`src/rtl/lsu_dmem_port.sv`:
```
// lsu_dmem_port: single-outstanding load/store unit driving a 64-bit data-memory bus
module lsu_dmem_port (
    input  logic        clk,
    input  logic        rst_n,
    input  logic        req_valid,
    output logic        req_ready,
    input  logic        req_wen,
    input  logic [63:0] req_addr,
    input  logic [63:0] req_wdata,
    input  logic [63:0] req_wmask,
    input  logic [2:0]  req_ldtype,
    input  logic [4:0]  req_rd,
    output logic        mem_req_valid,
    input  logic        mem_req_ready,
    output logic [63:0] mem_addr,
    output logic        mem_wen,
    output logic [63:0] mem_wdata,
    output logic [63:0] mem_wmask,
    input  logic        mem_rsp_valid,
    input  logic [63:0] mem_rdata,
    output logic        rsp_valid,
    output logic [63:0] rsp_data,
    output logic [4:0]  rsp_rd,
    output logic        rsp_err
);
    localparam logic [1:0] IDLE = 2'd0;
    localparam logic [1:0] REQ  = 2'd1;
    localparam logic [1:0] WAIT = 2'd2;
    localparam logic [1:0] RESP = 2'd3;
    logic [1:0]  state;
    logic [63:0] addr_q;
    logic [63:0] wdata_q;
    logic [63:0] wmask_q;
    logic        wen_q;
    logic [2:0]  ldtype_q;
    logic [4:0]  rd_q;
    logic [7:0]  cnt;
    logic        mis;
    logic [63:0] sh;
    logic [63:0] ld_val;
    logic        bus_wr;
    assign req_ready     = state == IDLE;
    assign rsp_valid     = state == RESP;
    assign mem_req_valid = state == REQ;
    assign bus_wr        = mem_req_valid && wen_q;
    assign mem_addr      = mem_req_valid ? {addr_q[63:3], 3'b000} : '0;
    assign mem_wen       = bus_wr;
    assign mem_wdata     = bus_wr ? wdata_q : '0;
    assign mem_wmask     = bus_wr ? wmask_q : '0;
    // alignment of the incoming operation; an empty store mask or the reserved load code counts as misaligned
    always_comb begin
        mis = req_wen ? (req_wmask == '0) :
              (req_ldtype == 3'b010) ? 1'b1 :
              (req_ldtype == 3'b011) ? |req_addr[2:0] :
              (req_ldtype[2:1] == 2'b00) ? |req_addr[1:0] :
              (req_ldtype[2:1] == 2'b11) ? req_addr[0] : 1'b0;
    end
    // pick the addressed field out of the bus word and extend it to 64 bits
    always_comb begin
        sh     = mem_rdata >> {addr_q[2:0], 3'b000};
        ld_val = (ldtype_q == 3'b011) ? mem_rdata :
                 (ldtype_q == 3'b001) ? {{32{sh[31]}}, sh[31:0]} :
                 (ldtype_q == 3'b000) ? {32'b0, sh[31:0]} :
                 (ldtype_q == 3'b100) ? {{56{sh[7]}}, sh[7:0]} :
                 (ldtype_q == 3'b101) ? {56'b0, sh[7:0]} :
                 (ldtype_q == 3'b110) ? {{48{sh[15]}}, sh[15:0]} :
                 {48'b0, sh[15:0]};
    end
    // operation sequencing, request capture, bus timeout and registered completion
    always_ff @(posedge clk or negedge rst_n) begin
        if (!rst_n) begin
            state    <= IDLE;
            addr_q   <= '0;
            wdata_q  <= '0;
            wmask_q  <= '0;
            wen_q    <= 1'b0;
            ldtype_q <= '0;
            rd_q     <= '0;
            cnt      <= '0;
            rsp_data <= '0;
            rsp_rd   <= '0;
            rsp_err  <= 1'b0;
        end else begin
            case (state)
                IDLE: if (req_valid) begin
                    addr_q   <= req_addr;
                    wdata_q  <= req_wdata;
                    wmask_q  <= req_wmask;
                    wen_q    <= req_wen;
                    ldtype_q <= req_ldtype;
                    rd_q     <= req_rd;
                    state    <= mis ? RESP : REQ;
                    if (mis) begin
                        rsp_data <= '0;
                        rsp_rd   <= req_rd;
                        rsp_err  <= 1'b1;
                    end
                end
                REQ: if (mem_req_ready) begin
                    state <= WAIT;
                    cnt   <= '0;
                end
                WAIT: if (mem_rsp_valid) begin
                    state    <= RESP;
                    rsp_data <= wen_q ? 64'd0 : ld_val;
                    rsp_rd   <= rd_q;
                    rsp_err  <= 1'b0;
                end else if (cnt == 8'd254) begin
                    state    <= RESP;
                    cnt      <= 8'd255;
                    rsp_data <= '0;
                    rsp_rd   <= rd_q;
                    rsp_err  <= 1'b1;
                end else begin
                    cnt <= cnt + 8'd1;
                end
                RESP: state <= IDLE;
                default: state <= IDLE;
            endcase
        end
    end
endmodule

```
`config.mk`:
```
export PLATFORM = sky130hd
export DESIGN_NAME = lsu_dmem_port
export DESIGN_NICKNAME = d
export VERILOG_FILES = /design/src/rtl/lsu_dmem_port.sv
export SDC_FILE = /design/constraint.sdc
export NUM_CORES = 1
export LEC_CHECK = 0
export BUFFER_PORTS_ARGS = -buffer_cell sky130_fd_sc_hd__buf_2
export CAP_MARGIN = 40
export CORE_AREA = 4 4 207 209
export DETAILED_ROUTE_END_ITERATION = 16
export DIE_AREA = 0 0 211 213
export GPL_ROUTABILITY_DRIVEN = 0
export PLACE_DENSITY = 0.62
export RECOVER_POWER = 100
export SYNTH_ARGS = -nofsm -noshare
export SYNTH_HDL_FRONTEND = slang
export SYNTH_SLANG_ARGS = --single-unit
```
`constraint.sdc`:
```
create_clock -name clk -period 6.6 [get_ports clk]
set_input_delay 1.65 -clock clk [delete_from_list [all_inputs] [get_ports clk]]
set_output_delay 1.65 -clock clk [all_outputs]
set_load 0.01 [all_outputs]
```
# Word level (Yosys, flattened, before mapping)
# Index checks and enable logic that the tools add are counted.
# op_classes
n_mux,40
reduce_logical,13
n_eq_ne,17
n_addsub,1
shift,1
# op_table
op,n
64-bit two-way mux,14
64-bit case mux with 2 select lines,1
64-bit logical NOT,1
64-bit by 6-bit >> shifter with 32-bit output,1
8-bit two-way mux,3
5-bit two-way mux,4
8-bit case mux with 2 select lines,1
2-bit two-way mux,5
5-bit case mux with 2 select lines,1
3-bit by 2-bit equality test with 1-bit output (second input constant),3
3-bit equality test (second input constant),3
1-bit two-way mux,9
8-bit by 1-bit adder with 8-bit output (second input constant),1
8-bit equality test (second input constant),1
2-bit case mux with 4 select lines,1
2-bit equality test (second input constant),3
3-bit AND reduction,2
2-bit logical NOT,2
2-bit by 1-bit != test with 1-bit output (second input constant),2
2-bit != test (second input constant),2
4-bit AND reduction,1
2-bit nonzero test,2
3-bit by 1-bit equality test with 1-bit output (second input constant),1
3-bit logical NOT,1
7 further kinds,7
# totals
output_inout_bits,266
register_bits,281
inputBits,270
elab_cells,83

# Longest topological paths before layout
# Gate-level depths: netlist of the first run.
# depth
depth_word,10
ltp_mapped,10
ltp_nobuf,8

# Least setup slack after synthesis of the first run
# OpenSTA, ideal clock, no wires.
# synth_timing
kind,in2reg
start,input req_wmask[20]
end,register rsp_data[15]
slack_ps,3069
t_required_ps,6475
n_path_buf,2
cell_stages,8
setup_time_ps,125
arrival_ps,3406
cell_sequence,nor4_1 -> nand4_1 -> nor4_1 -> a22oi_1 -> clkbuf_1 -> nor2_1 -> buf_4 -> mux2_2
# synth_between
elab_chain_cells,4
# synth_lines
element,line_no,rtl
from (decl),10,"input logic [63:0] req_wmask,"
64-bit logical NOT,52,mis = req_wen ? (req_wmask == '0) :
1-bit two-way mux,52,
2-bit by 1-bit != test with 1-bit output (no line),n/a,
4-bit AND reduction (no line),n/a,
to (signal assigned),105,rsp_data <= wen_q ? 64'd0 : ld_val;
to (decl),22,"output logic [63:0] rsp_data,"
# Every way passes these cells.
# A chain may end at the register's enable or synchronous reset.

# Worst setup path after layout of the first run
# layout_timing
start,register state[1]
end,output mem_wmask[61]
# layout_between
elab_chain_cells,3
# layout_lines
element,line_no,rtl
from (decl),30,logic [1:0] state;
from (signal assigned),92,state <= mis ? RESP : REQ;
2-bit by 1-bit equality test with 1-bit output,44,assign mem_req_valid = state == REQ;
1-bit logical AND,45,assign bus_wr = mem_req_valid && wen_q;
64-bit two-way mux,49,assign mem_wmask = bus_wr ? wmask_q : '0;
to (decl),18,"output logic [63:0] mem_wmask,"
# Every way passes these cells.

==> flow_summary.ini, run 1 <==
[cts]
cts_hold_buf = 0
root_buffer = clkbuf_16
post_cts_buffers = 0
cts_made_buffers = 34
numClockSinks = 281
tritoncts = yes
clockBufferDepth = 3
clock_latency_ns = 0.53
cts.clk_slew.worst_paths_ns = 0.06
htreeDepth = 2
post_cts_resize_count = 0

[grt]
overflow = 0
antenna_found_initial = 18
grt_start_max_net_pins = 137
grt_pass1_vias = 12900
grt_pass1_wl_um = 78200
grtUsageTotal = 0.224

[routing]
antenna_left = 0
firstDrtPassIters = 6
drt_iter0_markers = 1055
drc = 0
vias = 12500
post_drt_wl_per_cell_um = 22.7
avgViaCountPerCell = 5.38
routed_wl_um = 52600

[placement]
hpwl_um = 39000
placed_cell_area_um2 = 17600
port_buffers = 532

[worst_setup_path]
worstSetupPathType = reg2out
cp-start-kind = flip-flop
cp_cell_sequence = inv_1 > ha_4 > clkbuf_1 > and3_1 > clkbuf_1
crit_path_end_kind = output pin
cp_max_fo = 66
slowest_stage = clkbuf_1
critical-path-max-stage-delay_ns = 1.42
crit_required_ns = 4.95
cp.arrival_ns = 3.72
crit_top_cell = clkbuf_1

[floorplanning]
design.die.area_um2 = 44900
fp.dieH_um = 213
rows = 74
die_w_um = 211
floorplan.initialDensity = 0.354
ioPinCount = 536
coreArea_um2 = 40800

[logic_synthesis]
syn_inst = 1275
synthesis.area_um2 = 14400
syn_avg_cell_area_um2 = 11.3
ys_warn_count = 0
synthArstFlopShare = 1.00
synthAdderAreaFrac = 0.00520
synth_xor_area_frac = 0
synth-compound-area-share = 0.0979
synth_flop_cell = dfrtp_1
yosysUniqueCellTypes = 49
yosysSeqAreaShare = 0.487
synth_top_area_share = 0.487
yosys.area.top_type = dfrtp_1
synthMuxAreaShare = 0.240
synth_simple_gate_area_frac = 0.134
synth.area.top_cells = dfrtp_1, mux2_2, and3_1, mux2i_1, o21ai_0
ys_seq_elements = 281
synth-edff-count = 0
synth_top_family_by_area = multiplexers

[outcome]
status = finished, violations left
violations = max-capacitance violations, max-slew violations

[power_and_ir_drop]
power_frac_comb = 0.448
clockPowerShare = 0.213
p_switching_uw = 3380
p_int_uw = 5240
seq_power_share = 0.340
power_switching_share = 0.392
peakVddDrop_v = 0.000236
powerDensity_nw_per_um2 = 471
p_leak_uw = 0.00851

[final_layout]
layout_commonest_cell = buf_2
layout_common_cells = buf_2, dfrtp_1, clkbuf_1, mux2_2, and3_1
syn2layout_area_growth_pct = 26.8
n_fill_cell = 3998
fin_util = 0.449
regArea_um2 = 7040
fin_nets = 2029
multiInputGateArea_um2 = 6900
drive_gt1_frac = 0.345
fin_area_um2 = 18300

[job]
maxCapViolCount = 3

[timing]
fmax_mhz = 186
post-route-min-period_ns = 5.37
fin_tns_setup_ns = 0
drv_slew = 163
finalCritPeriodShare = 0.814
finalSetupViolations = 0
relSlewSlack = -0.812
worstMarginPinSlew_ns = 2.71
final_hold_viol_count = 0
fin_skew_ns = 0.0184
rsz0062_at_grt = no

[hold_path]
hold_path_class = reg2reg
per-layer routing:
metal	global-route usage	vias to the layer above	routed length, um
li1	-	5587	-
met1	0.271	6178	19900
met2	0.376	582	25900
met3	0.0764	110	5210
met4	0.0782	8	1610
met5	0	-	42
sequential cells by signal (all words and copies together) (netlist names):
register	count
rd_q	5
rsp_err	1
state	2
addr_q	64
wmask_q	64
rsp_rd	5
wen_q	1
ldtype_q	3
wdata_q	64
rsp_data	64
cnt	8
cell usage after synthesis, drive strengths merged (6+ instances only):
master,number
mux2,232
nor4,15
nor2b,13
a21oi,23
a211oi,16
and2,67
o31ai,41
and3,133
nor2,59
a22o,8
dfrtp,281
ha,6
nand3,10
o21ai,93
nand2,28
mux2i,49
inv,10
nand2b,8
o22ai,12
clkbuf,85
o211ai,7
buf,27
mux4,16
worst max-delay path: cells and delay by family, from the launching register on:
kind	cells	cell delay, ns
AND/OR/NAND/NOR	1	0.42
flip-flops	1	0.41
buffers and inverters	3	1.78
adder cells (fa/ha/maj)	1	0.55
final timing paths:
| check | from | to | slack [ns] | cells past startpoint |
|---|---|---|---|---|
| worst max-delay path | state[1] | mem_wmask[61] | 1.23 | 5 |
| worst min-delay path | rsp_data[14] | rsp_data[14] | 0.49 | 1 |
| worst max register to register | state[0] | addr_q[59] | 1.93 | 5 |
| worst min register to register | rsp_data[14] | rsp_data[14] | 0.49 | 1 |
| max in group asynchronous | rst_n | wdata_q[63] | 4.06 | 3 |
| min in group asynchronous | rst_n | rsp_data[45] | 1.11 | 1 |
layout make-up:
class / instances / area share
multi-input cells: 872 / 0.377
flip-flops and latches: 281 / 0.384
well taps: 532 / 0.0363
diodes: 9 / 0.00123
clock inverters: 12 / 0.00697
clock buffers: 46 / 0.0516
repair buffers: 552 / 0.141
inverters: 12 / 0.00246
metrics by stage:
step | worst slack, ns | std cells | power [uW] | hold slack (ns)
5_1_grt | 0.989 | 2315 | 9170 | 0.499
6_report | 1.23 | 2316 | 8620 | 0.490
3_3_place_gp | 1.98 | 2245 | 6810 | 0.470
4_1_cts | 2.09 | 2307 | 8790 | 0.492
3_5_place_dp | 2.15 | 2249 | 6910 | 0.478
2_1_floorplan | 3.07 | 1277 | 5520 | 0.459
kinds of logic (layout without fill, tap and decap cells):
| family | Yosys count | after routing |
|---|---|---|
| buffers and inverters | 124 | 622 |
| muxes | 297 | 297 |
| DFF | 281 | 281 |
| adders and majority gates | 6 | 6 |
| and+or+nand+nor | 347 | 347 |
| AOI/OAI and AO/OA | 219 | 219 |
| other | 1 | 12 |
power by group through the flow:
| stage | registers, uW | logic [uW] | clock network, uW |
|---|---|---|---|
| floorplan | 2820 | 2700 | 0 |
| global placement | 2980 | 3830 | 0 |
| detailed placement | 2940 | 3970 | 0 |
| CTS | 2920 | 3990 | 1890 |
| global route | 3020 | 4190 | 1960 |
| finish | 2930 | 3860 | 1830 |
No activity file was read; power rests on OpenSTA's default activity.
==> run 2, diff against run 1 <==
ABC_AREA = 1   (was default)
CORE_AREA = 4 4 208 210   (was 4 4 207 209)
DIE_AREA = 0 0 212 214   (was 0 0 211 213)
clock period = 5.25 ns   (was 6.6 ns; I/O delays follow)
==> run 2 against run 1 <==
  * The flow still finishes with violations (max-capacitance violations, max-slew violations)
  * Highest routed layer unchanged
  * Largest power group unchanged
  * Clock-buffer cell count did not move
  * Power up 24%
  * Area after synthesis rose by 0.61%
  * Critical path depth is 1 higher
  * Die area increased by 0.95%
  * Combinational power grew 22%
  * Critical endpoint is now mem_wdata[8]
  * Sequential share of layout area decreased by 0.15 points
==> flow_summary.ini, run 2 <==
[logic_synthesis]
syn_avg_cell_area_um2 = 7.50
synthArstFlopShare = 1.00
yosysUniqueCellTypes = 36
ys_seq_elements = 281
synth-edff-count = 0
yosysMostFrequentCell = nand2_1
synth.area.top_cells = dfrtp_1, nand2_1, nor2_1, inv_1, a21oi_1
yosys.area.top_type = dfrtp_1
syn_inst = 1939
synth_flop_cell = dfrtp_1
synthesis.area_um2 = 14500
synth_top_area_share = 0.484
yosysSeqAreaShare = 0.484
ys_warn_count = 0
yosys-top-cells-count = nand2_1, nor2_1, dfrtp_1

[cts]
tritoncts = yes
htreeDepth = 2
cts.clk_slew.worst_paths_ns = 0.06
clock_latency_ns = 0.54
clockBufferDepth = 3
cts_made_buffers = 34
cts_hold_buf = 0
post_cts_resize_count = 0
root_buffer = clkbuf_16
post_cts_buffers = 0
numClockSinks = 281

[final_layout]
n_fill_cell = 4418
fin_area_um2 = 18400
drive_gt1_frac = 0.177
fin_util = 0.442
layout_commonest_cell = nand2_1
layout_common_cells = nand2_1, nor2_1, dfrtp_1, clkbuf_1
fin_nets = 2689
syn2layout_area_growth_pct = 26.5
regArea_um2 = 7030
stdcell_count = 2988
multiInputGateArea_um2 = 6000

[power_and_ir_drop]
power_frac_comb = 0.439
clockPowerShare = 0.220
seq_power_share = 0.340
p_int_uw = 6070
powerDensity_nw_per_um2 = 584
power.total_uw = 10700
p_leak_uw = 0.00998
p_switching_uw = 4670
power_switching_share = 0.435
peakVddDrop_v = 0.000303

[timing]
worstMarginPinSlew_ns = 2.77
fin_skew_ns = 0.0216
post-route-min-period_ns = 4.24
finalSetupViolations = 0
rsz0062_at_grt = no
drv_slew = 348
fmax_mhz = 236
final_hold_viol_count = 0
fin_tns_setup_ns = 0
relSlewSlack = -0.847
finalCritPeriodShare = 0.807

[floorplanning]
rows = 75
ioPinCount = 536
design.die.area_um2 = 45400
coreArea_um2 = 41600
floorplan.initialDensity = 0.350
fp.dieH_um = 214
die_w_um = 212

[worst_setup_path]
critical-path-max-stage-delay_ns = 0.68
cp-start-kind = flip-flop
worstSetupPathType = reg2out
crit_path_end_kind = output pin
slowest_stage = buf_4
cp_max_fo = 66
cp.arrival_ns = 2.92
crit_required_ns = 3.94
cp_cell_sequence = inv_1 > ha_1 > nand2_4 > buf_4 > nor2_1 > clkbuf_1

[routing]
drt_iter0_markers = 1119
antenna_left = 0
drc = 0
avgViaCountPerCell = 4.91
firstDrtPassIters = 6
routed_wl_um = 54900
vias = 14700
post_drt_wl_per_cell_um = 18.4

[grt]
grt_start_max_net_pins = 107
overflow = 0
grt_pass1_wl_um = 84200
antenna_found_initial = 16
grtUsageTotal = 0.235
grt_pass1_vias = 14700

[job]
maxCapViolCount = 5

[outcome]
status = finished, violations left
violations = max-capacitance violations, max-slew violations

[placement]
port_buffers = 532
placed_cell_area_um2 = 17700
dp.cells = 2916
hpwl_um = 41700

[hold_path]
hold_path_class = reg2reg
[run 2: power by group through the flow]
| stage | clock [uW] | combinational [uW] | sequential, uW |
|---|---|---|---|
| 3_3_place_gp | 0 | 4820 | 3640 |
| 5_1_grt | 2530 | 5300 | 3770 |
| 4_1_cts | 2440 | 4930 | 3640 |
| 2_1_floorplan | 0 | 3210 | 3570 |
| 3_5_place_dp | 0 | 4900 | 3670 |
| 6_report | 2370 | 4710 | 3650 |
[run 2: metal layers]
metal	wire length, um	share of wire	vias to the layer above	global-route usage
met5	28	0.00051	-	0
met3	4740	0.086	106	0.0718
met4	1730	0.031	6	0.0739
li1	-	-	6954	-
met2	27000	0.49	611	0.398
met1	21400	0.39	6999	0.285
[run 2: final timing paths]
path,startpoint,end,slack (ns),cells after the start
max in group asynchronous,rst_n,rsp_data[14],1.99,1
min,rsp_data[34],rsp_data[34],0.48,2
min in group asynchronous,rst_n,rsp_data[55],1.67,1
max reg2reg,state[0],addr_q[56],1.43,6
min reg2reg,rsp_data[34],rsp_data[34],0.48,2
max,state[1],mem_wdata[8],1.01,6
[run 2: kinds of logic (layout without fill, tap and decap cells)]
| kind of cell | Yosys count | count (layout) | share of synthesized area |
|---|---|---|---|
| AO/OA/AOI/OAI | 279 | 279 | 0.104 |
| multiplexers | 63 | 63 | 0.0487 |
| other | 1 | 14 | 0.000258 |
| AND/OR/NAND/NOR | 922 | 922 | 0.253 |
| XOR/XNOR | 2 | 2 | 0.00121 |
| adder cells (fa/ha/maj) | 6 | 6 | 0.00517 |
| flip-flops | 281 | 281 | 0.484 |
| buffers and inverters | 385 | 882 | 0.104 |
[run 2: per-stage QoR]
| step | hold WS (ns) | setup slack [ns] |
|---|---|---|
| 2_1_floorplan | 0.453 | 2.31 |
| 3_3_place_gp | 0.457 | 1.65 |
| 3_5_place_dp | 0.463 | 1.64 |
| 4_1_cts | 0.478 | 1.04 |
| 5_1_grt | 0.494 | 0.791 |
| 6_report | 0.479 | 1.01 |
[run 2: final cells by class]
cell class                 count  share of cell area
inverter                     272              0.0555
antenna                       11             0.00150
timing repair buffer         549               0.136
tap                          539              0.0367
clock inverter                15             0.00858
clock buffer                  46              0.0520
multi-input combinational   1275               0.327
sequential                   281               0.383
[run 2: critical path: cells and delay by family (launching register included)]
family,cells,cell delay (ns)
buf+inv,3,0.94
flops,1,0.37
fa+ha+maj,1,0.22
simple gates,2,0.74
